==> config.mk <==
export PLATFORM = sky130hd
export DESIGN_NAME = ccip_txn_tracker
export DESIGN_NICKNAME = d
export VERILOG_FILES = /design/src/rtl/ase_pkg.sv /design/src/rtl/ccip_if_pkg.sv /design/src/rtl/ccip_rd_tag_table.sv /design/src/rtl/ccip_txn_tracker.sv
export SDC_FILE = /design/constraint.sdc
export NUM_CORES = 1
export LEC_CHECK = 0
export ABC_AREA = 1
export CAP_MARGIN = 20
export CORE_AREA = 2 2 235 191
export DETAILED_ROUTE_END_ITERATION = 6
export DIE_AREA = 0 0 237 193
export DONT_BUFFER_PORTS = 1
export GPL_TIMING_DRIVEN = 0
export MAX_ROUTING_LAYER = met4
export PLACE_DENSITY_LB_ADDON = 0.1
export SLEW_MARGIN = 10
export SYNTH_ARGS = -nofsm -noshare
export SYNTH_HDL_FRONTEND = slang
export SYNTH_SLANG_ARGS = --single-unit
==> constraint.sdc <==
create_clock -name clk -period 8.5 [get_ports clk]
set_clock_uncertainty 0.2 [all_clocks]
set_input_delay 0.85 -clock clk [delete_from_list [all_inputs] [get_ports clk]]
set_output_delay 0.85 -clock clk [all_outputs]
set_load 0.01 [all_outputs]
==> src/rtl/ase_pkg.sv <==
// ase_pkg: shared simulation-side types for the CCI-P tracker and logger.
package ase_pkg;

    localparam int TRK_ERR_NUM = 6;

    // Lower code wins when several errors land in the same cycle.
    typedef enum logic [2:0] {
        ERR_DUP_TAG      = 3'd0,
        ERR_ORPHAN_RD    = 3'd1,
        ERR_BEAT_OVF     = 3'd2,
        ERR_WR_UNDERFLOW = 3'd3,
        ERR_ORPHAN_FENCE = 3'd4,
        ERR_TIMEOUT      = 3'd5
    } t_trk_err;

    typedef enum logic [1:0] {
        DRN_IDLE     = 2'd0,
        DRN_DRAINING = 2'd1,
        DRN_DONE     = 2'd2
    } t_trk_drain_state;

    // Lowest-numbered error present in the vector.
    function automatic t_trk_err trk_err_pick(input logic [TRK_ERR_NUM-1:0] v);
        t_trk_err code;
        code = ERR_DUP_TAG;
        for (int i = TRK_ERR_NUM - 1; i >= 0; i--) begin
            if (v[i]) code = t_trk_err'(i);
        end
        return code;
    endfunction

endpackage

==> src/rtl/ccip_if_pkg.sv <==
// ccip_if_pkg: CCI-P header subset seen by the passive monitors on the rx/tx tap.
// Only the header fields and valid strobes the monitors decode are carried here.
package ccip_if_pkg;

    typedef logic [15:0] t_ccip_mdata;
    typedef logic [1:0]  t_ccip_clNum;
    typedef logic [41:0] t_ccip_clAddr;

    typedef enum logic [1:0] {
        eVC_VA  = 2'h0,
        eVC_VL0 = 2'h1,
        eVC_VH0 = 2'h2,
        eVC_VH1 = 2'h3
    } t_ccip_vc;

    // Encoding is lines-1, which the read tracker uses directly as beats_left.
    typedef enum logic [1:0] {
        eCL_LEN_1 = 2'b00,
        eCL_LEN_2 = 2'b01,
        eCL_LEN_4 = 2'b11
    } t_ccip_clLen;

    typedef enum logic [3:0] {
        eREQ_RDLINE_I = 4'h0,
        eREQ_RDLINE_S = 4'h1
    } t_ccip_c0_req;

    typedef enum logic [3:0] {
        eREQ_WRLINE_I = 4'h0,
        eREQ_WRLINE_M = 4'h1,
        eREQ_WRPUSH_I = 4'h2,
        eREQ_WRFENCE  = 4'h4,
        eREQ_INTR     = 4'h6
    } t_ccip_c1_req;

    typedef enum logic [3:0] {
        eRSP_RDLINE = 4'h0,
        eRSP_UMSG   = 4'h4
    } t_ccip_c0_rsp;

    typedef enum logic [3:0] {
        eRSP_WRLINE  = 4'h0,
        eRSP_WRFENCE = 4'h4,
        eRSP_INTR    = 4'h6
    } t_ccip_c1_rsp;

    typedef struct packed {
        t_ccip_vc     vc_sel;
        logic [1:0]   rsvd1;
        t_ccip_clLen  cl_len;
        t_ccip_c0_req req_type;
        logic [5:0]   rsvd0;
        t_ccip_clAddr address;
        t_ccip_mdata  mdata;
    } t_ccip_c0_ReqMemHdr;

    typedef struct packed {
        logic [5:0]   rsvd2;
        t_ccip_vc     vc_sel;
        logic         sop;
        logic         rsvd1;
        t_ccip_clLen  cl_len;
        t_ccip_c1_req req_type;
        logic [5:0]   rsvd0;
        t_ccip_clAddr address;
        t_ccip_mdata  mdata;
    } t_ccip_c1_ReqMemHdr;

    typedef struct packed {
        t_ccip_vc     vc_used;
        logic         rsvd1;
        logic         hit_miss;
        logic [1:0]   rsvd0;
        t_ccip_clNum  cl_num;
        t_ccip_c0_rsp resp_type;
        t_ccip_mdata  mdata;
    } t_ccip_c0_RspMemHdr;

    typedef struct packed {
        t_ccip_vc     vc_used;
        logic         rsvd1;
        logic         hit_miss;
        logic         format;
        logic         rsvd0;
        t_ccip_clNum  cl_num;
        t_ccip_c1_rsp resp_type;
        t_ccip_mdata  mdata;
    } t_ccip_c1_RspMemHdr;

    typedef struct packed {
        t_ccip_c0_ReqMemHdr hdr;
        logic               valid;
    } t_if_ccip_c0_Tx;

    typedef struct packed {
        t_ccip_c1_ReqMemHdr hdr;
        logic               valid;
    } t_if_ccip_c1_Tx;

    typedef struct packed {
        t_if_ccip_c0_Tx c0;
        t_if_ccip_c1_Tx c1;
    } t_if_ccip_Tx;

    typedef struct packed {
        t_ccip_c0_RspMemHdr hdr;
        logic               rspValid;
        logic               mmioRdValid;
        logic               mmioWrValid;
    } t_if_ccip_c0_Rx;

    typedef struct packed {
        t_ccip_c1_RspMemHdr hdr;
        logic               rspValid;
    } t_if_ccip_c1_Rx;

    typedef struct packed {
        logic           c0TxAlmFull;
        logic           c1TxAlmFull;
        t_if_ccip_c0_Rx c0;
        t_if_ccip_c1_Rx c1;
    } t_if_ccip_Rx;

endpackage

==> src/rtl/ccip_rd_tag_table.sv <==
// ccip_rd_tag_table: per-tag read state (busy, beats_left, original length).
// One retire port and one allocate port; a same-cycle retire of the final beat
// frees the entry so an allocate to the same tag succeeds.
module ccip_rd_tag_table #(
    parameter int TAG_BITS = 6
) (
    input  logic                clk,
    input  logic                SoftReset,
    input  logic [TAG_BITS-1:0] rsp_tag,
    input  logic                retire_en,
    output logic                rsp_busy,
    output logic [1:0]          rsp_len,
    input  logic [TAG_BITS-1:0] req_tag,
    input  logic [1:0]          req_len,
    input  logic                alloc_en,
    output logic                req_busy
);

    localparam int DEPTH = 1 << TAG_BITS;

    logic [DEPTH-1:0] busy;
    logic [1:0]       beats_left [DEPTH];
    logic [1:0]       len        [DEPTH];
    logic             rsp_last;

    assign rsp_busy = busy[rsp_tag];
    assign rsp_len  = len[rsp_tag];
    assign rsp_last = (beats_left[rsp_tag] == 2'd0);
    // Busy as seen by the request after this cycle's response has been applied.
    assign req_busy = busy[req_tag] && !(retire_en && rsp_last && (rsp_tag == req_tag));

    // Busy flags: retire first, allocate second so allocate wins on a shared tag.
    always_ff @(posedge clk) begin
        if (SoftReset) begin
            busy <= '0;
        end else begin
            if (retire_en && rsp_last) busy[rsp_tag] <= 1'b0;
            if (alloc_en)              busy[req_tag] <= 1'b1;
        end
    end

    // Beat bookkeeping; only meaningful while the matching busy bit is set.
    always_ff @(posedge clk) begin
        if (retire_en && !rsp_last) beats_left[rsp_tag] <= beats_left[rsp_tag] - 2'd1;
        if (alloc_en) begin
            beats_left[req_tag] <= req_len;
            len[req_tag]        <= req_len;
        end
    end

endmodule

==> src/rtl/ccip_txn_tracker.sv <==
// ccip_txn_tracker: passive CCI-P scoreboard. Tracks in-flight reads per tag,
// outstanding write lines and fences, flags protocol errors as one-cycle events
// and raises finish_logger once a requested drain has quiesced.
module ccip_txn_tracker
    import ccip_if_pkg::*;
    import ase_pkg::*;
#(
    parameter int TAG_BITS       = 6,
    parameter int TIMEOUT_CYCLES = 4096,
    parameter int CNT_W          = 16
) (
    input  logic                   clk,
    input  logic                   SoftReset,
    input  t_if_ccip_Rx            ccip_rx,
    input  t_if_ccip_Tx            ccip_tx,
    input  logic                   drain_req,
    output logic [CNT_W-1:0]       rd_outstanding,
    output logic [CNT_W-1:0]       wr_outstanding,
    output logic                   fence_pending,
    output logic                   err_valid,
    output t_trk_err               err_code,
    output logic [TRK_ERR_NUM-1:0] err_sticky,
    output logic [15:0]            err_tag,
    output logic                   finish_logger
);

    // Watchdog counts one past the limit and parks there, so the timeout fires once.
    localparam int              WD_W     = $clog2(TIMEOUT_CYCLES + 2);
    localparam logic [WD_W-1:0] WD_LIMIT = WD_W'(TIMEOUT_CYCLES);

    function automatic logic [CNT_W-1:0] cnt_sub_clamp(input logic [CNT_W-1:0] a,
                                                       input logic [2:0]       b);
        logic [CNT_W-1:0] bw;
        bw = CNT_W'(b);
        return (bw > a) ? '0 : (a - bw);
    endfunction

    function automatic logic [CNT_W-1:0] cnt_add_sat(input logic [CNT_W-1:0] a,
                                                     input logic [2:0]       b);
        logic [CNT_W:0] sum;
        sum = {1'b0, a} + (CNT_W + 1)'(b);
        return sum[CNT_W] ? '1 : sum[CNT_W-1:0];
    endfunction

    logic [TAG_BITS-1:0]    req_tag, rsp_tag;
    logic [1:0]             req_len, rsp_len;
    logic [2:0]             req_lines, wr_retire;
    logic                   rd_req, rd_rsp, wr_req, wr_rsp, fence_req, fence_rsp;
    logic                   rsp_busy, req_busy, retire_en, alloc_en;
    logic                   quiet, wd_clear, timeout_hit;
    logic [TRK_ERR_NUM-1:0] err_vec;
    t_trk_err               err_pick;
    logic [15:0]            err_tag_sel;
    logic [WD_W-1:0]        wd_cnt_p1;
    t_trk_drain_state       state_p1;
    logic                   finish_sent_p1;

    assign req_tag   = ccip_tx.c0.hdr.mdata[TAG_BITS-1:0];
    assign rsp_tag   = ccip_rx.c0.hdr.mdata[TAG_BITS-1:0];
    assign req_len   = ccip_tx.c0.hdr.cl_len;
    assign req_lines = {1'b0, req_len} + 3'd1;
    assign wr_retire = ccip_rx.c1.hdr.format ? ({1'b0, ccip_rx.c1.hdr.cl_num} + 3'd1) : 3'd1;

    assign rd_req    = ccip_tx.c0.valid &&
                       ((ccip_tx.c0.hdr.req_type == eREQ_RDLINE_S) ||
                        (ccip_tx.c0.hdr.req_type == eREQ_RDLINE_I));
    assign rd_rsp    = ccip_rx.c0.rspValid && (ccip_rx.c0.hdr.resp_type == eRSP_RDLINE);
    assign wr_req    = ccip_tx.c1.valid &&
                       ((ccip_tx.c1.hdr.req_type == eREQ_WRLINE_I) ||
                        (ccip_tx.c1.hdr.req_type == eREQ_WRLINE_M) ||
                        (ccip_tx.c1.hdr.req_type == eREQ_WRPUSH_I));
    assign fence_req = ccip_tx.c1.valid && (ccip_tx.c1.hdr.req_type == eREQ_WRFENCE);
    assign wr_rsp    = ccip_rx.c1.rspValid && (ccip_rx.c1.hdr.resp_type == eRSP_WRLINE);
    assign fence_rsp = ccip_rx.c1.rspValid && (ccip_rx.c1.hdr.resp_type == eRSP_WRFENCE);

    ccip_rd_tag_table #(
        .TAG_BITS (TAG_BITS)
    ) u_tag_table (
        .clk       (clk),
        .SoftReset (SoftReset),
        .rsp_tag   (rsp_tag),
        .retire_en (retire_en),
        .rsp_busy  (rsp_busy),
        .rsp_len   (rsp_len),
        .req_tag   (req_tag),
        .req_len   (req_len),
        .alloc_en  (alloc_en),
        .req_busy  (req_busy)
    );

    // A beat beyond the original request length is reported, not retired.
    assign retire_en   = rd_rsp && rsp_busy && (ccip_rx.c0.hdr.cl_num <= rsp_len);
    assign alloc_en    = rd_req && !req_busy;

    assign quiet       = (rd_outstanding == '0) && (wr_outstanding == '0) && !fence_pending;
    assign wd_clear    = rd_rsp || wr_rsp || fence_rsp || quiet;
    assign timeout_hit = !wd_clear && (wd_cnt_p1 == WD_LIMIT);

    // Error detection for this cycle and selection of the reported code/tag.
    always_comb begin
        err_vec                   = '0;
        err_vec[ERR_DUP_TAG]      = rd_req && req_busy;
        err_vec[ERR_ORPHAN_RD]    = rd_rsp && !rsp_busy;
        err_vec[ERR_BEAT_OVF]     = rd_rsp && rsp_busy && (ccip_rx.c0.hdr.cl_num > rsp_len);
        err_vec[ERR_WR_UNDERFLOW] = wr_rsp && (CNT_W'(wr_retire) > wr_outstanding);
        err_vec[ERR_ORPHAN_FENCE] = fence_rsp && !fence_pending;
        err_vec[ERR_TIMEOUT]      = timeout_hit;
        err_pick                  = trk_err_pick(err_vec);
        err_tag_sel               = '0;
        case (err_pick)
            ERR_DUP_TAG:                        err_tag_sel = ccip_tx.c0.hdr.mdata;
            ERR_ORPHAN_RD, ERR_BEAT_OVF:        err_tag_sel = ccip_rx.c0.hdr.mdata;
            ERR_WR_UNDERFLOW, ERR_ORPHAN_FENCE: err_tag_sel = ccip_rx.c1.hdr.mdata;
            default:                            err_tag_sel = '0;
        endcase
    end

    // Outstanding counters and fence flag; responses retire before same-cycle requests add.
    always_ff @(posedge clk) begin
        if (SoftReset) begin
            rd_outstanding <= '0;
            wr_outstanding <= '0;
            fence_pending  <= 1'b0;
        end else begin
            rd_outstanding <= cnt_add_sat(cnt_sub_clamp(rd_outstanding, retire_en ? 3'd1 : 3'd0),
                                          alloc_en ? req_lines : 3'd0);
            wr_outstanding <= cnt_add_sat(cnt_sub_clamp(wr_outstanding, wr_rsp ? wr_retire : 3'd0),
                                          wr_req ? 3'd1 : 3'd0);
            if (fence_req)      fence_pending <= 1'b1;
            else if (fence_rsp) fence_pending <= 1'b0;
        end
    end

    // Response watchdog: cleared by any memory response or when nothing is in flight.
    always_ff @(posedge clk) begin
        if (SoftReset || wd_clear) wd_cnt_p1 <= '0;
        else if (wd_cnt_p1 <= WD_LIMIT) wd_cnt_p1 <= wd_cnt_p1 + 1'b1;
    end

    // Registered error event, sticky summary and offending tag.
    always_ff @(posedge clk) begin
        if (SoftReset) begin
            err_valid  <= 1'b0;
            err_code   <= ERR_DUP_TAG;
            err_sticky <= '0;
            err_tag    <= '0;
        end else begin
            err_valid  <= |err_vec;
            err_sticky <= err_sticky | err_vec;
            if (|err_vec) begin
                err_code <= err_pick;
                err_tag  <= err_tag_sel;
            end
        end
    end

    // Drain sequencer: wait for quiescence (or a timeout), then one finish pulse.
    always_ff @(posedge clk) begin
        if (SoftReset) begin
            state_p1       <= DRN_IDLE;
            finish_logger  <= 1'b0;
            finish_sent_p1 <= 1'b0;
        end else begin
            finish_logger <= 1'b0;
            case (state_p1)
                DRN_IDLE: begin
                    if (drain_req) state_p1 <= DRN_DRAINING;
                end
                DRN_DRAINING: begin
                    if (!drain_req)                 state_p1 <= DRN_IDLE;
                    else if (quiet || timeout_hit)  state_p1 <= DRN_DONE;
                end
                DRN_DONE: begin
                    finish_logger  <= !finish_sent_p1;
                    finish_sent_p1 <= 1'b1;
                end
                default: state_p1 <= DRN_IDLE;
            endcase
        end
    end

endmodule

### Yosys cells after proc, flatten, opt, wreduce, memory -nomap -nowiden

Memories as Yosys holds them, arrays and structs flattened.
Index checks and enable logic that the tools add are counted.

* $add $sub $neg: 8
* $mul: 0
* divide/modulo/power cells: 0
* order comparisons: 10
* equal/unequal tests: 15
* shift-type cells: 0
* multiplexer cells: 37
* bitwise logic cells: 5
* reductions and logical operators: 53

Operators with widths (number)
* two-way mux 64 bit: 3
* bitwise AND 64 bit: 1
* two-way mux 16 bit: 4
* NOT 64 bit: 1
* OR 64 bit: 1
* one-hot mux 16 bit (3 select lines): 1
* greater-than comparator 3 x 16 -> 1 bit: 2
* logical NOT 16 bit: 2
* two-way mux 3 bit: 9
* logical AND 1 bit: 23
* adder 16 x 1 -> 17 bit: 1
* adder 16 x 3 -> 17 bit: 1
* greater-than comparator 1 x 16 -> 1 bit: 1
* logical NOT 4 bit: 4
* subtractor 16 x 1 -> 16 bit: 1
* subtractor 16 x 3 -> 16 bit: 1
* less-than comparator 6 x 7 -> 1 bit, second input constant: 2
* adder 13 x 1 -> 13 bit, second input constant: 1
* == test 13 bit, second input constant: 1
* less-or-equal comparator 13 bit, second input constant: 1
* binary-select mux 1 bit (select 6 bit): 2
* demux 1 bit (select 6 bit): 2
* >= comparator 6 x 1 -> 1 bit, second input constant: 2
* two-way mux 1 bit: 12
* other kinds (27): 49

* register bits after elaboration: 140
* bits in latches: 0
* RAM bits: 256
* memory bits (read-only): 0
* input bits: 221
* output and inout bits: 60
* logic and storage cells: 142
* memories: 2

Memories
* u_tag_table.beats_left: words 64, width 2, read ports 1, clocked after memory_dff 0, wr ports 2, line ccip_rd_tag_table.sv:22 `logic [1:0] beats_left [DEPTH];`
* u_tag_table.len: words 64, width 2, read ports 1, clocked after memory_dff 0, wr ports 1, line ccip_rd_tag_table.sv:23 `logic [1:0] len [DEPTH];`

### Logic depth before layout (Yosys ltp)

Gate-level depths: netlist of run 1.

* depth after elaboration: 16
* mapped depth: 37
* gate-level depth less buffers: 35

### Cells and area by module

A second synthesis of run 1 with hierarchy kept.

* cell total of the unflattened synthesis: 2960
* area, all modules: 22105.0 sq um

By module, submodules not included
* ccip_rd_tag_table: times used 1, cells each 2178, area an instance 16824.9 sq um, sequential area each 8968.6 sq um
* ccip_txn_tracker: times used 1, cells each 782, area an instance 5280.1 sq um, sequential area each 1521.5 sq um

### Worst setup path after synthesis of run 1

Ideal clock, no wire load.

* path kind: input-to-reg
* start point: input port ccip_rx[34] in the netlist's numbering
* end point: register rd_outstanding[13]
* setup time: 0.071 ns
* arrival: 5.749 ns
* required time: 8.229 ns
* setup slack: 2.480 ns
* cell stages on the path: 37
* buffers on the path: 3
* path through: clkbuf_2 -> inv_2 -> nor2_4 -> inv_1 -> nor2_1 -> clkbuf_1 -> buf_1 -> a22oi_1 -> nand4_1 -> nand2_1 -> nand4_1 -> nor3_1 -> ha_1 -> inv_1 -> nor2_1 -> a2bb2oi_1 -> nor2_4 -> ha_1 -> ha_1 -> nand2_1 -> nor2_1 -> inv_1 -> nor2_2 -> nor2_1 -> ha_1 -> nand2_1 -> nand2_1 -> a31oi_1 -> nor3_1 -> nand3_1 -> nor3_1 -> inv_1 -> nor2_1 -> inv_1 -> o21ai_0 -> nand2_1 -> a21oi_1

* cells in the longest elaborated chain, start to end: 13
* elaborated cells between the ends (all ways): 22
* classes of those cells: add/sub: 2; order compare: 2; eq/ne: 1; mux: 6; reduce/logical: 9; memory: 2

RTL lines
* start: declaration: line ccip_txn_tracker.sv:14 `input t_if_ccip_Rx ccip_rx,`
* branches (longest 11 deep; another with subtractor 16 x 1 -> 16 bit)
* adder 16 x 3 -> 17 bit (*): line ccip_txn_tracker.sv:41 `sum = {1'b0, a} + (CNT_W + 1)'(b);`
* two-way mux 16 bit (*): line ccip_txn_tracker.sv:42 `return sum[CNT_W] ? '1 : sum[CNT_W-1:0];`
* end signal: assignment: line ccip_txn_tracker.sv:125 `rd_outstanding <= cnt_add_sat(cnt_sub_clamp(rd_outstanding, retire_en ? 3'd1 : 3'd0),`
* end: declaration: line ccip_txn_tracker.sv:17 `output logic [CNT_W-1:0] rd_outstanding,`

Every way passes the cells marked *. The select of a mux whose other input is x is not followed.
A chain may end at the register's enable or synchronous reset.

### Worst setup path after layout of run 1

* start point: input port ccip_rx[34] in the netlist's numbering
* end point: register rd_outstanding[1]

Same word-level chain as after synthesis.

==> results.txt, run 1 <==
Status: finished, violations left
Violated checks: DRC
Dpl hpwl: 55.37 mm
CP Capture Type: register
Fin crit share: 0.9542
Pin count of the biggest net entering global routing: 68
Total power: 4432 uW
Row count: 69
Post-synth top area share: 0.3665
Number of global-route vias before repair: 16830
Fraction of layout cells with a size suffix above 1: 0.1473
Largest family of logic cells by synthesized area: simple AND/OR/NAND/NOR gates
Synth Area in Adders: 0.01384
DR vias: 18300
Routed WL per cell: 25.53 microns
Nets: 2641
Crit start category: input port
First-pass GRT wire length: 110.3 mm
Final instance area: 23030 sq um
Met2 GRT Util: 0.4916
Slew @ Worst Pin: 1.186 ns
R2r setup slk: 2.23 ns
Die width: 237 microns
Core ar.: 43600 sq um
Busiest grt layer: met2
Iter 0 DRT Violations: 2185
Initial antenna violation count: 0
R2R cell count: 28
CP required: 8.77 ns
DIE AREA: 45740 sq um
Simple-gate share of the synthesized area: 0.2262
Seq cells post-synth: 396
Clk pin slew, worst setup/hold paths: 0.06 ns
GRT overflow: 0
Gr usage total: 0.3403
CP peak stage delay: 0.65 ns
Final Setup Violations: 0
Placed Area: 21710 sq um
Worst skew pair latency: 0.57 ns
CTS max path bufs: 3
Vias per Instance: 6.102
Vert. Die Dim: 193 microns
Setup Fix Bufs, Post-CTS: 0
Hold Startpoint: ccip_tx[150]
H-tree depth: 2
PD cells: 192.5 nW/um^2
Hold worst-path end: u_tag_table.len[35][0]
WHS Path Cells: 0
Max-cap check violation count: 0
Synth Area in Compound Gates: 0.1718
CP arrival: 8.39 ns
CTS Root Cell: clkbuf_16
Multiplexer share of the synthesized area: 0
Final Critical Period: 8.110 ns
Worst Path Class, Setup: in2reg
Hold Buf Count CTS: 0
Cell count after synthesis: 2352
Synth area leaders: edfxtp_1, dfxtp_1, nand2_1, o21ai_0, nor2_4
Post-Synth XOR/XNOR Area: 0.01420
Syn nets: 2595
Post-route DRC: 4
Leading area contributor after synthesis: edfxtp_1
DRT Wirelength: 76.57 mm
Critical-path top delay cell: clkdlybuf4s15_2
Synth-to-Final Area Change: 9.776%
Worst slew margin: 0.2091
Worst hold path class: in2reg
Diodes inserted: 0
Port bufs: 0
Synthesis Warnings: 0
Leakage power: 0.007668 uW
Inserted Clock Buffers: 42
Gpl congestion: 1.020
Post-synthesis sequential area ratio: 0.5001
Initial core utilization: 0.4811
Final Hold Fails: 0
IO Count: 281
Peak VDD IR: 0.1711 mV
Max Fclk: 123.3 MHz
DRT antenna net count: 0
Met1 GRT Util: 0.4793
FF-to-FF Start: u_tag_table.len[24][1]
TritonCTS clock tree: done
GR Util met3: 0.06307
RR Endpoint: rd_outstanding[1]
Post-layout util: 0.5282
CP most frequent cell: inv_1
First-pass DRT Iterations: 7
Slew Viols, Final: 0
Syn Std Cell Area: 20980 sq um
Clock Sinks: 396
Mapped Avg Cell Area: 8.919 sq um
Post-synthesis cell type count: 60
CP Launch Point: ccip_rx[34]
RSZ-0062 raised after global routing: no
CP Max Fanout: 10
power breakdown:
part | internal [uW] | leakage (uW) | switching [uW]
registers | 2100 | 0.00344 | 22.3
logic | 146 | 0.00360 | 376
clock network | 982 | 0.000628 | 807
total | 3230 | 0.00767 | 1210
flip-flops by register name, summed over array words and instances, names as in the netlist:
| signal | count |
|---|---|
| u_tag_table.busy | 64 |
| err_sticky | 6 |
| finish_sent_p1 | 1 |
| state_p1 | 2 |
| err_valid | 1 |
| err_tag | 16 |
| fence_pending | 1 |
| err_code | 3 |
| u_tag_table.beats_left | 128 |
| wr_outstanding | 16 |
| rd_outstanding | 16 |
| finish_logger | 1 |
| u_tag_table.len | 128 |
| wd_cnt_p1 | 13 |
per-layer routing:
metal	vias up	routed length, microns	part of all wire
met2	1062	32550	0.43
met1	8790	32430	0.42
met5	-	0	0
li1	8265	-	-
met3	183	8747	0.11
met4	0	2843	0.037
kinds of logic after synthesis:
group | count (synthesis)
fa+ha+maj | 22
simple gates | 946
buf+inv | 372
compound gates | 582
xor+xnor | 34
flops | 396
synthesized netlist by cell type, drive strengths merged:
library cell / n
o211ai: 1
a31oi: 4
nor4: 12
a221oi: 19
a2bb2oi: 1
o21bai: 2
clkbuf: 79
dfxtp: 140
nand3: 129
a211oi: 2
nor3: 40
a22oi: 38
inv: 251
fa: 2
or2: 8
clkinv: 5
buf: 37
o41ai: 8
xor2: 21
and2: 1
xnor2: 13
a21oi: 141
a31o: 1
a22o: 24
nor3b: 3
a311oi: 1
o22ai: 47
o21ai: 286
nand4: 42
nor2: 179
o21a: 4
nand2: 527
edfxtp: 256
a2111oi: 1
nand3b: 5
ha: 20
o2111ai: 2
how the worst max path moves through the flow:
stage | end | slack (ns) | cells after the start
after floorplan | rd_outstanding[13] | 2.48 | 37
after global placement | rd_outstanding[1] | -0.70 | 35
after detailed placement | rd_outstanding[1] | -0.79 | 35
after CTS | rd_outstanding[1] | 0.06 | 34
after global routing | rd_outstanding[1] | 0.03 | 34
final | rd_outstanding[1] | 0.39 | 34
repair_timing:
item / CTS / global route
cloned: 0 / 0
gates resized for setup: 2 / 15
setup endpoints to repair: 13 / 15
pin swaps: 0 / 0
endpoints found under the hold margin: 0 / 0
stage by stage:
stage	worst slack [ns]	setup TNS (ns)	instances	hold slack [ns]
finish	0.3895	0	2999	0.2056
global route	0.03130	0	2999	0.1844
CTS	0.05683	0	2999	0.1878
detailed placement	-0.7946	-10.86	2922	0.2099
global placement	-0.6965	-9.450	2920	0.2028
floorplan	2.480	0	2352	0.1929
critical path, delay by kind of cell:
| kind | cells | cell delay, ns |
|---|---|---|
| buf+inv | 10 | 2.22 |
| fa+ha+maj | 4 | 1.08 |
| simple gates | 16 | 3.43 |
| compound gates | 4 | 0.76 |
cell type report:
class / instances / area, sq um
Sequential cell: 396 / 10490
Clock buffer: 55 / 1141
Buffer: 116 / 583.1
Multi-Input combinational cell: 1584 / 8949
Tap cell: 568 / 710.7
Fill cell: 4063 / 20570
Inverter: 256 / 978.4
Clock inverter: 22 / 156.4
Timing Repair Buffer: 2 / 18.77
cell usage in the layout (no fill, tap or decap), types with 71 or more instances in the layout:
cell type | Yosys | layout
clkbuf_1 | 77 | 83
nand3_1 | 120 | 120
o21ai_0 | 214 | 214
dfxtp_1 | 140 | 140
inv_1 | 174 | 174
a21oi_1 | 71 | 71
nand2_1 | 510 | 510
nor2_1 | 107 | 105
inv_2 | 74 | 74
edfxtp_1 | 256 | 256
Power figures use the tool's default switching activity.
==> inputs of run 2 (changes only) <==
- CORE_AREA: 2 2 235 191 -> 2 2 245 199
- DIE_AREA: 0 0 237 193 -> 0 0 247 201
- REMOVE_ABC_BUFFERS: unset -> 1
==> results.txt, run 2 (synthesis results as in run 1) <==
Pre-CTS setup slack: 0.3624 ns (+1.157 ns)
Setup ws final: 0.7845 ns (+0.3949 ns)
Fraction of layout cells with a size suffix above 1: 0.1534 (+0.006120)
Critical-path top delay cell: inv_2
Slew @ Worst Pin: 1.001 ns (-0.1857 ns)
TritonCTS clock tree: done
Hold Buf Count CTS: 0 (unchanged)
Post-cts gate resize count: 0 (-2)
First-pass DRT Iterations: 7 (unchanged)
DRT antenna net count: 0 (unchanged)
PD cells: 194.6 nW/um^2 (+1.1%)
DR vias: 17190 (-6.0%)
RSZ-0062 raised after global routing: no
Max Fclk: 129.6 MHz (+5.1%)
CP required: 8.82 ns (+0.05 ns)
Hold Startpoint: ccip_tx[150]
Synth-to-Final Area Change: 9.603%
Clk pin slew, worst setup/hold paths: 0.06 ns (about the same)
Setup Fix Bufs, Post-CTS: 0 (unchanged)
Comb power frac: 0.104 (-0.014)
CTS max path bufs: 3 (unchanged)
IO Count: 281 (unchanged)
CP Max Fanout: 38 (+28)
Final Hold Fails: 0 (unchanged)
CP Capture Type: register
Status: finished, violations left
Worst hold path class: in2reg
CP arrival: 8.03 ns (-0.36 ns)
Leakage power: 0.007600 uW (-0.89%)
First-pass GRT wire length: 102.4 mm (-7.2%)
Violated checks: DRC
Commonest non-fill, non-tap cell in the layout: nand2_1
Port bufs: 0 (unchanged)
Worst path buffer plus inverter count: 7 (-3)
Worst Path Class, Setup: in2reg
GRT overflow: 0 (unchanged)
Post-route DRC: 9 (+5)
DIE AREA: 49650 sq um (+8.5%)
Non-Filler Instances: 2963 (-1.2%)
Max-cap check violation count: 0 (unchanged)
CP peak stage delay: 0.59 ns (-0.06 ns)
Min Hold Slack: 0.1523 ns (-0.05330 ns)
Vert. Die Dim: 201 microns (+4.1%)
Nets: 2542 (-3.7%)
Reg power frac: 0.474 (-0.004)
Dpl cells: 2883 (-1.3%)
Sw Ratio: 0.2582 (-0.01394)
CP top delay family: simple AND/OR/NAND/NOR gates
FF-to-FF Start: u_tag_table.len[49][0]
Peak VDD IR: 0.1663 mV (-2.8%)
Final Setup Violations: 0 (unchanged)
Gpl congestion: 0.9066 (-11%)
Routed WL per cell: 22.80 microns (-11%)
Number of global-route vias before repair: 16660 (-1.0%)
Int Power: 3319 uW (+2.9%)
Most frequent cells in the layout: nand2_1, edfxtp_1, o21ai_0
Fin crit share: 0.9077 (-0.04646)
Worst skew pair latency: 0.60 ns (+0.03 ns)
Row count: 72 (+4.3%)
Slew Viols, Final: 0 (unchanged)
Iter 0 DRT Violations: 1962 (-10%)
Clock power share: 0.423 (+0.019)
CTS Root Cell: clkbuf_16
Dpl hpwl: 43.55 mm (-21%)
Inserted Clock Buffers: 43 (+2.4%)
CP most frequent cell: inv_1
Core ar.: 47480 sq um (+8.9%)
Die width: 247 microns (+4.2%)
Final Critical Period: 7.716 ns (-0.3949 ns)
Pin count of the biggest net entering global routing: 130 (+91%)
Initial antenna violation count: 0 (unchanged)
Diodes inserted: 0 (unchanged)
Clock Sinks: 396 (unchanged)
Vias per Instance: 5.803 (-4.9%)
Crit start category: input port
Worst slew margin: 0.3321 (+0.1231)
H-tree depth: 2 (unchanged)
DRT Wirelength: 67.55 mm (-12%)
Sw Pwr: 1155 uW (-4.2%)
CP Launch Point: ccip_rx[32]
Largest registers: u_tag_table.beats_left (128), u_tag_table.len (128), u_tag_table.busy (64)
Gr usage total: 0.2801 (-0.06021)
Initial core utilization: 0.4418 (-0.03930)
run 2: layout make-up:
cell class	count	area, sq um
flip-flops and latches	396	10490
fillers	4389	24480
repair buffers	18	290.3
inverters	256	979.7
well taps	629	787.0
multi-input cells	1584	9067
clock inverters	23	226.5
clock buffers	57	1150
run 2: power by group through the flow:
stage / combinational (uW) / clock (uW) / sequential (uW)
floorplan: 295 / 0 / 2160
detailed placement: 457 / 0 / 2160
global placement: 430 / 0 / 2160
CTS: 458 / 1910 / 2120
global route: 512 / 1990 / 2120
finish: 464 / 1890 / 2120
run 2: final timing paths:
check             depth (start not counted)                endpoint  slack (ns)
setup / recovery                         32      rd_outstanding[15]        0.78
hold / removal                            0  u_tag_table.len[36][0]        0.15
setup reg to reg                         27      rd_outstanding[15]        1.87
hold reg to reg                           1           finish_logger        0.22
run 2: per-stage QoR:
| stage | total power [uW] | setup TNS (ns) | utilization | area (sq um) |
|---|---|---|---|---|
| global placement | 2592 | -1101.97 | 0.4464 | 21190 |
| finish | 4474 | 0 | 0.4843 | 22990 |
| floorplan | 2450 | 0 | - | 20410 |
| global route | 4624 | 0 | 0.4843 | 22990 |
| CTS | 4489 | 0 | 0.4843 | 22990 |
| detailed placement | 2618 | 0 | 0.4553 | 21610 |
run 2: metal layers:
metal / routed length [microns] / part of all wire / vias up / GRT usage
met4: 2178 / 0.032 / 0 / 0.08993
met2: 29570 / 0.44 / 702 / 0.4101
met3: 5492 / 0.081 / 152 / 0.04960
met5: 0 / 0 / - / -
met1: 30310 / 0.45 / 8291 / 0.3931
li1: - / - / 8048 / -
